### src/rtl/mem_arb_pkg.sv
// ----------------------------------------------------------------------------
// mem_arb_pkg
// Shared types and constants for the i_cache / d_cache memory port arbiter.
//   owner_t          : which master owns a granted / outstanding request
//   SIZE_BYTE/HALF/WORD : sram-like transfer size encodings
//   other_owner()    : the owner that is not the one given
// ----------------------------------------------------------------------------
package mem_arb_pkg;

    typedef enum logic {
        OWNER_INST = 1'b0,
        OWNER_DATA = 1'b1
    } owner_t;

    localparam logic [1:0] SIZE_BYTE = 2'b00;
    localparam logic [1:0] SIZE_HALF = 2'b01;
    localparam logic [1:0] SIZE_WORD = 2'b10;

    function automatic owner_t other_owner(input owner_t o);
        return (o == OWNER_DATA) ? OWNER_INST : OWNER_DATA;
    endfunction

endpackage

### src/rtl/arb_owner_fifo.sv
// ----------------------------------------------------------------------------
// arb_owner_fifo
// Synchronous FIFO of owner_t recording who issued each accepted request.
// Ports:
//   clk, rst   : clock, asynchronous active-high reset (empties the FIFO)
//   push, din  : enqueue din (ignored when full)
//   pop        : dequeue the head (ignored when empty)
//   head       : owner at the head of the queue
//   full/empty : status flags
// Parameter DEPTH: number of entries (power of 2, >= 1).
// ----------------------------------------------------------------------------
module arb_owner_fifo
    import mem_arb_pkg::*;
#(
    parameter int DEPTH = 2
) (
    input  logic   clk,
    input  logic   rst,
    input  logic   push,
    input  logic   pop,
    input  owner_t din,
    output owner_t head,
    output logic   full,
    output logic   empty
);

    localparam int PW = (DEPTH > 1) ? $clog2(DEPTH) : 1;
    localparam int CW = $clog2(DEPTH + 1);

    logic [PW-1:0] wr_ptr;
    logic [PW-1:0] rd_ptr;
    logic [CW-1:0] count;
    owner_t        slots [DEPTH];
    logic          do_push;
    logic          do_pop;

    // Explicit wrap keeps the pointers correct even when DEPTH is 1.
    function automatic logic [PW-1:0] next_ptr(input logic [PW-1:0] p);
        if (p == PW'(DEPTH - 1)) return '0;
        else                     return p + PW'(1);
    endfunction

    assign full    = (count == CW'(DEPTH));
    assign empty   = (count == '0);
    assign do_push = push & ~full;
    assign do_pop  = pop & ~empty;
    assign head    = slots[rd_ptr];

    always_ff @(posedge clk or posedge rst) begin
        if (rst) begin
            wr_ptr <= '0;
            rd_ptr <= '0;
            count  <= '0;
        end else begin
            if (do_push) wr_ptr <= next_ptr(wr_ptr);
            if (do_pop)  rd_ptr <= next_ptr(rd_ptr);
            // Simultaneous push and pop leaves the occupancy unchanged.
            case ({do_push, do_pop})
                2'b10:   count <= count + CW'(1);
                2'b01:   count <= count - CW'(1);
                default: count <= count;
            endcase
        end
    end

    // Storage needs no reset: an entry is only read after it has been written.
    always_ff @(posedge clk) begin
        if (do_push) slots[wr_ptr] <= din;
    end

endmodule

### src/rtl/mem_port_arbiter.sv
// ----------------------------------------------------------------------------
// mem_port_arbiter
// Shares one sram-like memory port between the i_cache (inst_*) and the
// d_cache (data_*) masters. Address phases are arbitrated combinationally,
// the owner of every accepted request is queued, and in-order responses are
// steered back to that owner with zero added latency.
// Ports:
//   clk, rst                      : clock, asynchronous active-high reset
//   inst_* / data_* (in)          : req, wr, size, addr, wdata from each master
//   inst_* / data_* (out)         : rdata (broadcast), addr_ok, data_ok
//   mem_* (out)                   : req, wr, size, addr, wdata to the bridge
//   mem_rdata/addr_ok/data_ok (in): responses from the bridge
//   proto_err                     : sticky, data_ok seen with nothing outstanding
// Configuration macro ARB_ROUND_ROBIN_EN: when defined, simultaneous requests
// alternate between masters; otherwise data always wins over inst.
// ----------------------------------------------------------------------------
module mem_port_arbiter
    import mem_arb_pkg::*;
#(
    parameter int MAX_OUTSTANDING = 2
) (
    input  logic        clk,
    input  logic        rst,
    input  logic        inst_req,
    input  logic        inst_wr,
    input  logic [1:0]  inst_size,
    input  logic [31:0] inst_addr,
    input  logic [31:0] inst_wdata,
    output logic [31:0] inst_rdata,
    output logic        inst_addr_ok,
    output logic        inst_data_ok,
    input  logic        data_req,
    input  logic        data_wr,
    input  logic [1:0]  data_size,
    input  logic [31:0] data_addr,
    input  logic [31:0] data_wdata,
    output logic [31:0] data_rdata,
    output logic        data_addr_ok,
    output logic        data_data_ok,
    output logic        mem_req,
    output logic        mem_wr,
    output logic [1:0]  mem_size,
    output logic [31:0] mem_addr,
    output logic [31:0] mem_wdata,
    input  logic [31:0] mem_rdata,
    input  logic        mem_addr_ok,
    input  logic        mem_data_ok,
    output logic        proto_err
);

    owner_t grant;
    owner_t lock_owner;
    owner_t head;
    logic   lock;
    logic   grant_valid;
    logic   grant_req;
    logic   full;
    logic   empty;
    logic   handshake;
    logic   pop;

`ifdef ARB_ROUND_ROBIN_EN
    owner_t last_grant;
`endif

    // A stalled address phase keeps its owner until the bridge accepts it,
    // so the address seen by the bridge never changes mid-handshake.
    always_comb begin
        grant = OWNER_INST;
        if (lock) begin
            grant = lock_owner;
`ifdef ARB_ROUND_ROBIN_EN
        end else if (data_req && inst_req) begin
            grant = other_owner(last_grant);
`endif
        end else if (data_req) begin
            grant = OWNER_DATA;
        end else begin
            grant = OWNER_INST;
        end
    end

    assign grant_valid = lock | data_req | inst_req;
    assign grant_req   = (grant == OWNER_DATA) ? data_req : inst_req;
    assign mem_req     = grant_req & ~full;
    assign handshake   = mem_req & mem_addr_ok;

    always_comb begin
        mem_wr    = 1'b0;
        mem_size  = 2'b00;
        mem_addr  = 32'h0;
        mem_wdata = 32'h0;
        if (grant_valid) begin
            if (grant == OWNER_DATA) begin
                mem_wr    = data_wr;
                mem_size  = data_size;
                mem_addr  = data_addr;
                mem_wdata = data_wdata;
            end else begin
                mem_wr    = inst_wr;
                mem_size  = inst_size;
                mem_addr  = inst_addr;
                mem_wdata = inst_wdata;
            end
        end
    end

    assign inst_addr_ok = handshake & (grant == OWNER_INST);
    assign data_addr_ok = handshake & (grant == OWNER_DATA);

    // Responses arrive in issue order, so the FIFO head names their owner.
    assign pop          = mem_data_ok & ~empty;
    assign inst_data_ok = pop & (head == OWNER_INST);
    assign data_data_ok = pop & (head == OWNER_DATA);
    assign inst_rdata   = mem_rdata;
    assign data_rdata   = mem_rdata;

    arb_owner_fifo #(
        .DEPTH (MAX_OUTSTANDING)
    ) u_owner_fifo (
        .clk   (clk),
        .rst   (rst),
        .push  (handshake),
        .pop   (pop),
        .din   (grant),
        .head  (head),
        .full  (full),
        .empty (empty)
    );

    // Lock is released by the bridge's address acceptance, even if the
    // locked master has (illegally) withdrawn its request meanwhile.
    always_ff @(posedge clk or posedge rst) begin
        if (rst) begin
            lock       <= 1'b0;
            lock_owner <= OWNER_INST;
            proto_err  <= 1'b0;
        end else begin
            if (mem_req && !mem_addr_ok) begin
                lock       <= 1'b1;
                lock_owner <= grant;
            end else if (mem_addr_ok) begin
                lock <= 1'b0;
            end
            if (mem_data_ok && empty) proto_err <= 1'b1;
        end
    end

`ifdef ARB_ROUND_ROBIN_EN
    always_ff @(posedge clk or posedge rst) begin
        if (rst)            last_grant <= OWNER_INST;
        else if (handshake) last_grant <= grant;
    end
`endif

endmodule

### config.mk
export PLATFORM = sky130hd
export DESIGN_NAME = mem_port_arbiter
export DESIGN_NICKNAME = d
export VERILOG_FILES = /design/src/rtl/mem_arb_pkg.sv /design/src/rtl/arb_owner_fifo.sv /design/src/rtl/mem_port_arbiter.sv
export SDC_FILE = /design/constraint.sdc
export NUM_CORES = 1
export LEC_CHECK = 0
export BUFFER_PORTS_ARGS = -buffer_cell sky130_fd_sc_hd__buf_2
export CAP_MARGIN = 20
export CORE_AREA = 2 2 120 122
export DETAILED_ROUTE_END_ITERATION = 16
export DIE_AREA = 0 0 122 124
export SKIP_CTS_REPAIR_TIMING = 1
export SYNTH_ARGS = -nofsm -noshare
export SYNTH_HDL_FRONTEND = slang
export SYNTH_HIERARCHICAL = 1
export SYNTH_SLANG_ARGS = --single-unit
### constraint.sdc
create_clock -name clk -period 2.4 [get_ports clk]
set_clock_uncertainty 0.05 [all_clocks]
set_input_delay 0.12 -clock clk [delete_from_list [all_inputs] [get_ports clk]]
set_output_delay 0.12 -clock clk [all_outputs]
set_load 0.01 [all_outputs]
==> metrics.txt, run 1 <==
kind of critical path flop to flop; P&R area growth vs syn 22.45%; CP Capture Type flop; first-pass GRT wire length 14,350 um; FF-to-FF setup slack around 0.45 ns; Lkg Pwr 0.001915 uW; Synth Net Count around 600; DP Wirelength around 7400 um; Row Count 43; Reg2Reg Depth 6; Starting DRT DRC Count 112; Crit Reg-Reg Startpoint lock_owner; WP data arrival 2.05 ns; YS warnings 6; fraction of layout cells with a size suffix above 1 42.94%; via density per instance 4.947; area of the core 0.01372 mm2; fin crit share 81.37%; hold worst-path end lock; total CTS buffers 3; clk slew on worst S/H paths 0.04 ns; maximum fanout count along the critical path 3; main combinational cell family by area after synthesis compound AO/OA/AOI/OAI gates; Placer Congestion between 0.7 and 0.8; DR WL/cell 13.66 um; vias in the first global route 3,132; Power Density 703.5 mW/mm2; Post-Place Cells roughly 710; hold_sp mem_addr_ok; fillers 1,511; Post-Synth XOR/XNOR Area 1.352%; die height about 120 um; Mapped Cells 423; ys flop type dfrtp_1; most numerous cell in the Yosys netlist a21oi_1; number of max-cap violations 0; Adder-Cell Fraction of Synth Area less than 1%; synth top area cells mux2i_1, a22oi_1, nand3b_1; Syn Std Cell Area around 0.0032 mm2; all-layer global routing usage 11.38%; Req. time, crit path 2.50 ns; final setup margin 0.4470 ns; endpoints failing setup 0; Worst Hold Class input port to flop; nets@finish 712; worst slew pin tran 0.7513 ns; IO Pins 309; largest net degree at the start of global routing 90; via count 3,552; status complete, no violations; WHS Path Cells 2; VDD IR-drop max 0.0003653 V; Initial Util 23.60%; Port-buffer cells 212; Fmax around 510 MHz; sequential area share after synthesis 7.264%; clock latency on the worst-skew pair about 0.23 ns; final WL approximately 10000 um; area leader, netlist mux2i_1; CTS tree done; htree depth 1; library cells used by synthesis 32; root buffer cell clkbuf_16; post-synthesis mux area share 21.72%; drt drc 0; dpl ws 0.4489 ns; EDFF count, synth 2; Final Hold Vio Count 0; asr flop ratio synth 77.78%; r2r endpoint u_owner_fifo/count[1]; synthesized flop and latch total 9; Period minus WS final 1.953 ns; fin. max-slew vios 0; ant diodes 0; antenna-violating nets left 0; full die area 0.01513 mm2; syn avg cell area 7.655 um2; post-synthesis simple-gate area fraction 18.28%; Startpoint Class flop; relative slew slack 49.91%; Die W 122 um; grt ovf 0; antenna violations before repair 0; setup TNS 0 ns; Compound-Gate Fraction of Synth Area approximately 28%; DR pass1 iterations 4; RSZ-0062 raised after global routing no; final cell count without fillers approximately 720; Bufs on Longest Clock Path 2; area share of the largest cell type after synthesis 21.02%; CTS sink cnt 9; Synth top cells by count a21oi_1, mux2i_1, a22oi_1, nand3b_1, buf_4; Finished Core Util 28.90%
cell type report:
| cell class | instances | area (um2) | area share, % |
|---|---|---|---|
| tap | 180 | 225.2 | 5.680 |
| clock buffer | 4 | 78.83 | 1.988 |
| multi-input combinational | 298 | 2250 | 56.74 |
| sequential | 9 | 242.7 | 6.122 |
| inverter | 6 | 22.52 | 0.5680 |
| timing repair buffer | 221 | 1146 | 28.91 |
how the worst max path moves through the flow:
stage | from | end | slack [ns] | cells past startpoint
6_report | lock_owner | u_owner_fifo/count[1] | 0.45 | 6
5_1_grt | lock_owner | u_owner_fifo/count[1] | 0.31 | 7
4_1_cts | lock_owner | inst_addr_ok | 0.40 | 4
3_5_place_dp | lock_owner | u_owner_fifo/count[1] | 0.45 | 6
3_3_place_gp | lock_owner | u_owner_fifo/count[1] | 0.47 | 7
2_1_floorplan | lock_owner | u_owner_fifo/count[1] | 0.55 | 7
metrics by stage:
step | instance area [um2] | total power, uW | hold WS (ns)
2_1_floorplan | 3238 | 2012 | -0.1764
3_3_place_gp | 3876 | 2524 | -0.02453
3_5_place_dp | 3876 | 2526 | -0.03189
4_1_cts | 3955 | 2831 | -0.2745
5_1_grt | 3965 | 3039 | 0.06641
6_report | 3965 | 2789 | 0.05712
cell families after synthesis:
group,after synthesis
flops,9
compound gates,141
fa+ha+maj,1
buf+inv,116
xor+xnor,5
simple gates,81
mux,70
registers in the layout, indices dropped and copies added, names as in the netlist:
name	count
lock	1
u_owner_fifo/rd_ptr	1
u_owner_fifo/count	2
u_owner_fifo/slots	2
u_owner_fifo/wr_ptr	1
lock_owner	1
proto_err	1
per-layer routing:
layer | share of wire, % | GRT usage (%) | vias to the layer above
li1 | - | - | 1754
met1 | 40 | 12.48 | 1600
met2 | 48 | 21.75 | 170
met3 | 10 | 2.427 | 28
met4 | 2.1 | 3.592 | 0
met5 | 0 | 0 | -
worst max-delay path: stages (launching register included):
cell and delay (ns):
dfrtp_4 0.47, mux2i_1 0.15, a2111oi_2 0.42, nand2_1 0.17, ha_1 0.33, nor2_1 0.13, xor2_1 0.15
power breakdown:
part           internal, uW  total [uW]  switching, uW  leakage, uW
combinational          1040        2230           1190      0.00178
sequential              227         276           48.1    0.0000956
clock                   221         284           62.7    0.0000382
total                  1480        2790           1310      0.00191
cells in the final DEF (no fill, tap or decap), types with 3 or more instances in the layout:
master / instances
inv_1: 5
dfrtp_1: 5
clkbuf_16: 3
a21oi_1: 69
a22oi_1: 67
xnor2_1: 3
nor2_1: 4
nand3b_1: 67
buf_4: 8
mux2i_1: 68
buf_2: 211
No activity file was read; power rests on OpenSTA's default activity.
==> inputs of run 2 (changes only) <==
ABC_AREA = 1   (was default)
CORE_AREA = 2 2 119 121   (was 2 2 120 122)
DIE_AREA = 0 0 121 123   (was 0 0 122 124)
clock period = 1.6 ns   (was 2.4 ns; I/O delays follow)
==> metrics.txt, run 2 <==
area of the core 0.01361 mm2; Comb pwr share 82.7%; DP Wirelength 6814 um; commonest non-fill, non-tap cell in the layout buf_2; RSZ-0062 raised after global routing yes; Port-buffer cells 212; Row Count between 40 and 50; status finished, violations left; Post-Place Cells around 680; first-pass GRT wire length 11,780 um; fin crit share 105.5%; Placer Congestion 0.7301; area taken by multi-input logic gates 0.001304 mm2; fin. max-slew vios 0; syn avg cell area approximately 5.5 um2; VDD IR-drop max roughly 0.00037 V; Int Pwr 2543 uW; Net Sw Frac a little under 50%; post-route cell area 0.003553 mm2; fillers 1,544; clock latency on the worst-skew pair 0.24 ns; largest net degree at the start of global routing 37; crit-path leading delay family buffers and inverters; via density per instance just under 4; relative slew slack 86.50%; WP data arrival about 1.6 ns; antenna violations before repair 0; ant diodes 0; Period minus WS final about 1.7 ns; Final Hold Vio Count 0; Mapped Cells 358; kind of critical path flop to output pin; P&R area growth vs syn 79.41%; area leader, netlist nand2_1; Req. time, crit path 1.47 ns; Power Density 1403 mW/mm2; clk slew on worst S/H paths 0.04 ns; DR WL/cell roughly 14 um; Synth top cells by count nand2_1, buf_4, o21ai_0; endpoints failing setup 67; final WL 9660 um; dpl cell area 0.002858 mm2; full die area 0.01488 mm2; Starting DRT DRC Count about 110; sequential power share 8.3%; IO Pins 309; largest stage delay on the critical path 0.44 ns; Cell Chain, Critical Path buf_6 > nor3_4 > buf_12 > clkbuf_16 > o21ai_2 > buf_2; dpl ws -0.1363 ns; ys flop type dfrtp_1; maximum fanout count along the critical path 8; htree depth 1; root buffer cell clkbuf_16; CTS sink cnt 9; total CTS buffers 3; worst slew pin tran roughly 0.20 ns; Reg2Reg Depth 10; via count 2,763; antenna-violating nets left 0; DR pass1 iterations 4; synth top area cells nand2_1, buf_4, o21ai_0; most numerous cell in the Yosys netlist nand2_1; vias in the first global route 2,347; asr flop ratio synth 77.78%; synthesized flop and latch total 9; sequential area share after synthesis roughly an eighth; final cell count without fillers 703; number of max-cap violations 0; failing checks setup timing; final setup margin -0.08850 ns; fraction of layout cells with a size suffix above 1 60.23%; Die W about 120 um; Worst Hold Class input port to flop; Crit-path slowest cell dfrtp_2; Buf/Inv on CP 4; Startpoint Class flop; drt drc 0; all-layer global routing usage between 10% and 20%; most frequent cells in the layout buf_2, nand2_1, o21ai_2; switching power 2441 uW; CP Capture Type output pin; nets@finish 697; Synth Net Count 531; CTS tree done; Clk pwr share 9.0%; YS warnings 6; EDFF count, synth 2; Bufs on Longest Clock Path 2; die height ~120 um; Fmax 592.2 MHz; WHS Path Cells 2; grt ovf 0; library cells used by synthesis 26; Initial Util 14.55%; Syn Std Cell Area 0.001981 mm2; Lkg Pwr 0.001970 uW; area share of the largest cell type after synthesis 28.05%; top flop regs u_owner_fifo/count x2, u_owner_fifo/slots x2; instance count on the critical path 6; Sequential cell area 236.5 um2
-- run 2: cell count changes after synthesis, moves of 14 or more --
cell	change
a21oi_1	-69
a22oi_1	-67
buf_2	-17
inv_1	+14
mux2i_1	-68
nand2_1	+147
nand3b_1	-66
o21ai_0	+47
o21ai_1	+22
-- run 2: power groups by stage --
stage	clock, uW	sequential, uW	combinational [uW]
after detailed placement	0	398	3180
final	450	413	4120
after CTS	468	397	3180
after global placement	0	393	3180
after global routing	472	428	4560
after floorplan	0	396	1940
-- run 2: path summary, 6_finish.rpt --
path                       slack, ns                     to   startpoint
setup / recovery               -0.09           mem_addr[16]         lock
hold / removal                  0.01              proto_err  mem_data_ok
setup reg to reg                0.04  u_owner_fifo/count[1]         lock
hold reg to reg                 0.40              proto_err    proto_err
max in group asynchronous       1.08  u_owner_fifo/count[0]          rst
min in group asynchronous       0.25              proto_err          rst
-- run 2: area by class of cell --
| type | count | share of cell area, % |
|---|---|---|
| repair buffers | 245 | 45.18 |
| multi-input cells | 242 | 36.69 |
| flip-flops and latches | 9 | 6.655 |
| well taps | 180 | 6.338 |
| inverters | 22 | 2.676 |
| clock buffers | 4 | 2.218 |
| repair inverters | 1 | 0.2465 |
-- run 2: logic make-up (layout without fill, tap and decap cells) --
family	count (synthesis)	count (layout)	synth area share, %
flops	9	9	11.88
xor+xnor	1	1	0.4423
simple gates	169	169	34.30
compound gates	71	71	18.26
buf+inv	107	272	34.49
fa+ha+maj	1	1	0.6316
-- run 2: worst register-to-register path: cells and delay by family (launching register included) --
| family | cells | cell delay [ns] |
|---|---|---|
| compound gates | 1 | 0.07 |
| fa+ha+maj | 1 | 0.28 |
| buf+inv | 3 | 0.19 |
| flops | 1 | 0.44 |
| simple gates | 5 | 0.42 |
-- run 2: routing by layer --
metal  share of wire [%]  vias to the layer above  track usage, %
met5                   0                        -               0
met4                 1.5                        0           2.544
met3                 8.2                       21           3.137
met2                  49                      145           16.29
met1                  41                     1200           12.83
li1                    -                     1397               -
-- run 2: stage by stage --
step	hold WS (ns)	util, %	power [uW]	TNS (ns)
after CTS	-0.3247	21.57	4049	-8.279
after floorplan	-0.2164	-	2340	0
after detailed placement	-0.07064	20.99	3574	-0.1801
final	0.01214	26.11	4984	-3.499
after global routing	0.02131	26.11	5461	-8.354
after global placement	-0.07408	20.99	3576	-0.05543
==> inputs of run 3 (changes only) <==
SKIP_LAST_GASP = 1   (was default)
==> metrics.txt, run 3 (synthesized netlist as in run 2, its figures left out) <==
Crit Reg-Reg Startpoint lock; Lkg Pwr 0.001949 uW; Reg2Reg Depth 10; Period minus WS final 1.703 ns; CTS sink cnt 9; WHS Path Cells 2; largest net degree at the start of global routing 37; Fmax between 500 and 600 MHz; Post-Place Cells 684; Placer Congestion 0.7301; Row Count 43; ant diodes 0; status finished, violations left; full die area 0.01488 mm2; Starting DRT DRC Count 94; DP Wirelength about 6800 um; CP Capture Type output pin; Port-buffer cells around 210; RSZ-0062 raised after global routing yes; Clk pwr share 9.2%; nets@finish 697; FF-to-FF setup slack 0.04 ns; Int Pwr approximately 2500 uW; Worst Setup SP lock; final setup margin -0.1033 ns; fraction of layout cells with a size suffix above 1 56.79%; Initial Util 14.55%; hold_sp mem_data_ok; Net Sw Frac 48.88%; P&R area growth vs syn 76.06%; endpoints failing setup 67; WP data arrival roughly 1.6 ns; clk slew on worst S/H paths 0.04 ns; fin crit share 106.5%; commonest non-fill, non-tap cell in the layout buf_2; Sequential cell area around 240 um2; grt ovf 0; final WL 9662 um; worst slew pin tran 0.2043 ns; Final Hold Vio Count 0; r2r endpoint u_owner_fifo/count[1]; switching power 2391 uW; via density per instance 3.890; Die W approximately 120 um; Bufs on Longest Clock Path 2; root buffer cell clkbuf_16; Worst setup endpoint mem_wdata[23]; area of the core 0.01361 mm2; Worst Hold Class input port to flop; via count 2,735; top flop regs u_owner_fifo/count x2, u_owner_fifo/slots x2; failing checks setup timing; all-layer global routing usage 10.00%; DR WL/cell 13.74 um; first-pass GRT wire length 11,780 um; kind of critical path flop to output pin; most frequent cells in the layout buf_2, nand2_1, o21ai_1; number of max-cap violations 0; DR pass1 iterations 4; Comb pwr share between 80% and 90%; antenna-violating nets left 0; final cell count without fillers approximately 700; relative slew slack between 80% and 90%; maximum fanout count along the critical path 23; sequential power share 8.4%; clock latency on the worst-skew pair 0.24 ns; fillers 1,547; die height 123 um; Power Density 1403 mW/mm2; htree depth 1; CTS tree done; Startpoint Class flop; IO Pins 309; Req. time, crit path between 1 and 1.5 ns; area taken by multi-input logic gates 0.001242 mm2; fin. max-slew vios 0; total CTS buffers 3; drt drc 0; VDD IR-drop max 0.0003848 V; total power 4891 uW; antenna violations before repair 0; vias in the first global route about 2,300
-- run 3: worst min-delay path by stage --
stage	slack [ns]	to
finish	0.01	proto_err
global route	0.02	proto_err
CTS	-0.32	lock
detailed placement	-0.07	proto_err
global placement	-0.07	proto_err
floorplan	-0.22	lock
-- run 3: final cells by class --
class | count | share of cell area, %
multi-input combinational | 242 | 35.63
timing repair buffer | 245 | 45.89
sequential | 9 | 6.781
clock buffer | 4 | 2.260
timing repair inverter | 1 | 0.2512
inverter | 22 | 2.727
tap | 180 | 6.459
-- run 3: per-layer routing --
metal / vias to the layer above / part of all wire (%) / GRT usage, %
met4: 0 / 1.5 / 2.544
met2: 154 / 48 / 16.29
met3: 21 / 8.5 / 3.137
met5: - / 0 / 0
li1: 1395 / - / -
met1: 1165 / 41 / 12.83
-- run 3: power groups by stage --
stage	sequential, uW	clock [uW]	combinational, uW
after floorplan	396	0	1940
after global placement	393	0	3180
after detailed placement	398	0	3180
after CTS	397	468	3180
after global routing	428	472	4460
final	413	451	4030
-- run 3: metrics by stage --
step	setup TNS (ns)	hold slack, ns	setup WS (ns)	util (%)	area [um2]
after detailed placement	-0.1801	-0.07064	-0.1363	20.99	2858
after floorplan	0	-0.2164	0.01479	-	1986
after global routing	-8.903	0.02131	-0.1698	25.62	3487
final	-4.457	0.01225	-0.1033	25.62	3487
after global placement	-0.05543	-0.07408	-0.04477	20.99	2858
after CTS	-8.279	-0.3247	-0.3962	21.57	2937
-- run 3: worst max-delay path, cell delays in order (launching register included) --
cell,delay (ns)
dfrtp_2,0.44
buf_6,0.13
nor3_4,0.17
buf_4,0.15
buf_8,0.16
o21ai_0,0.11
buf_2,0.15
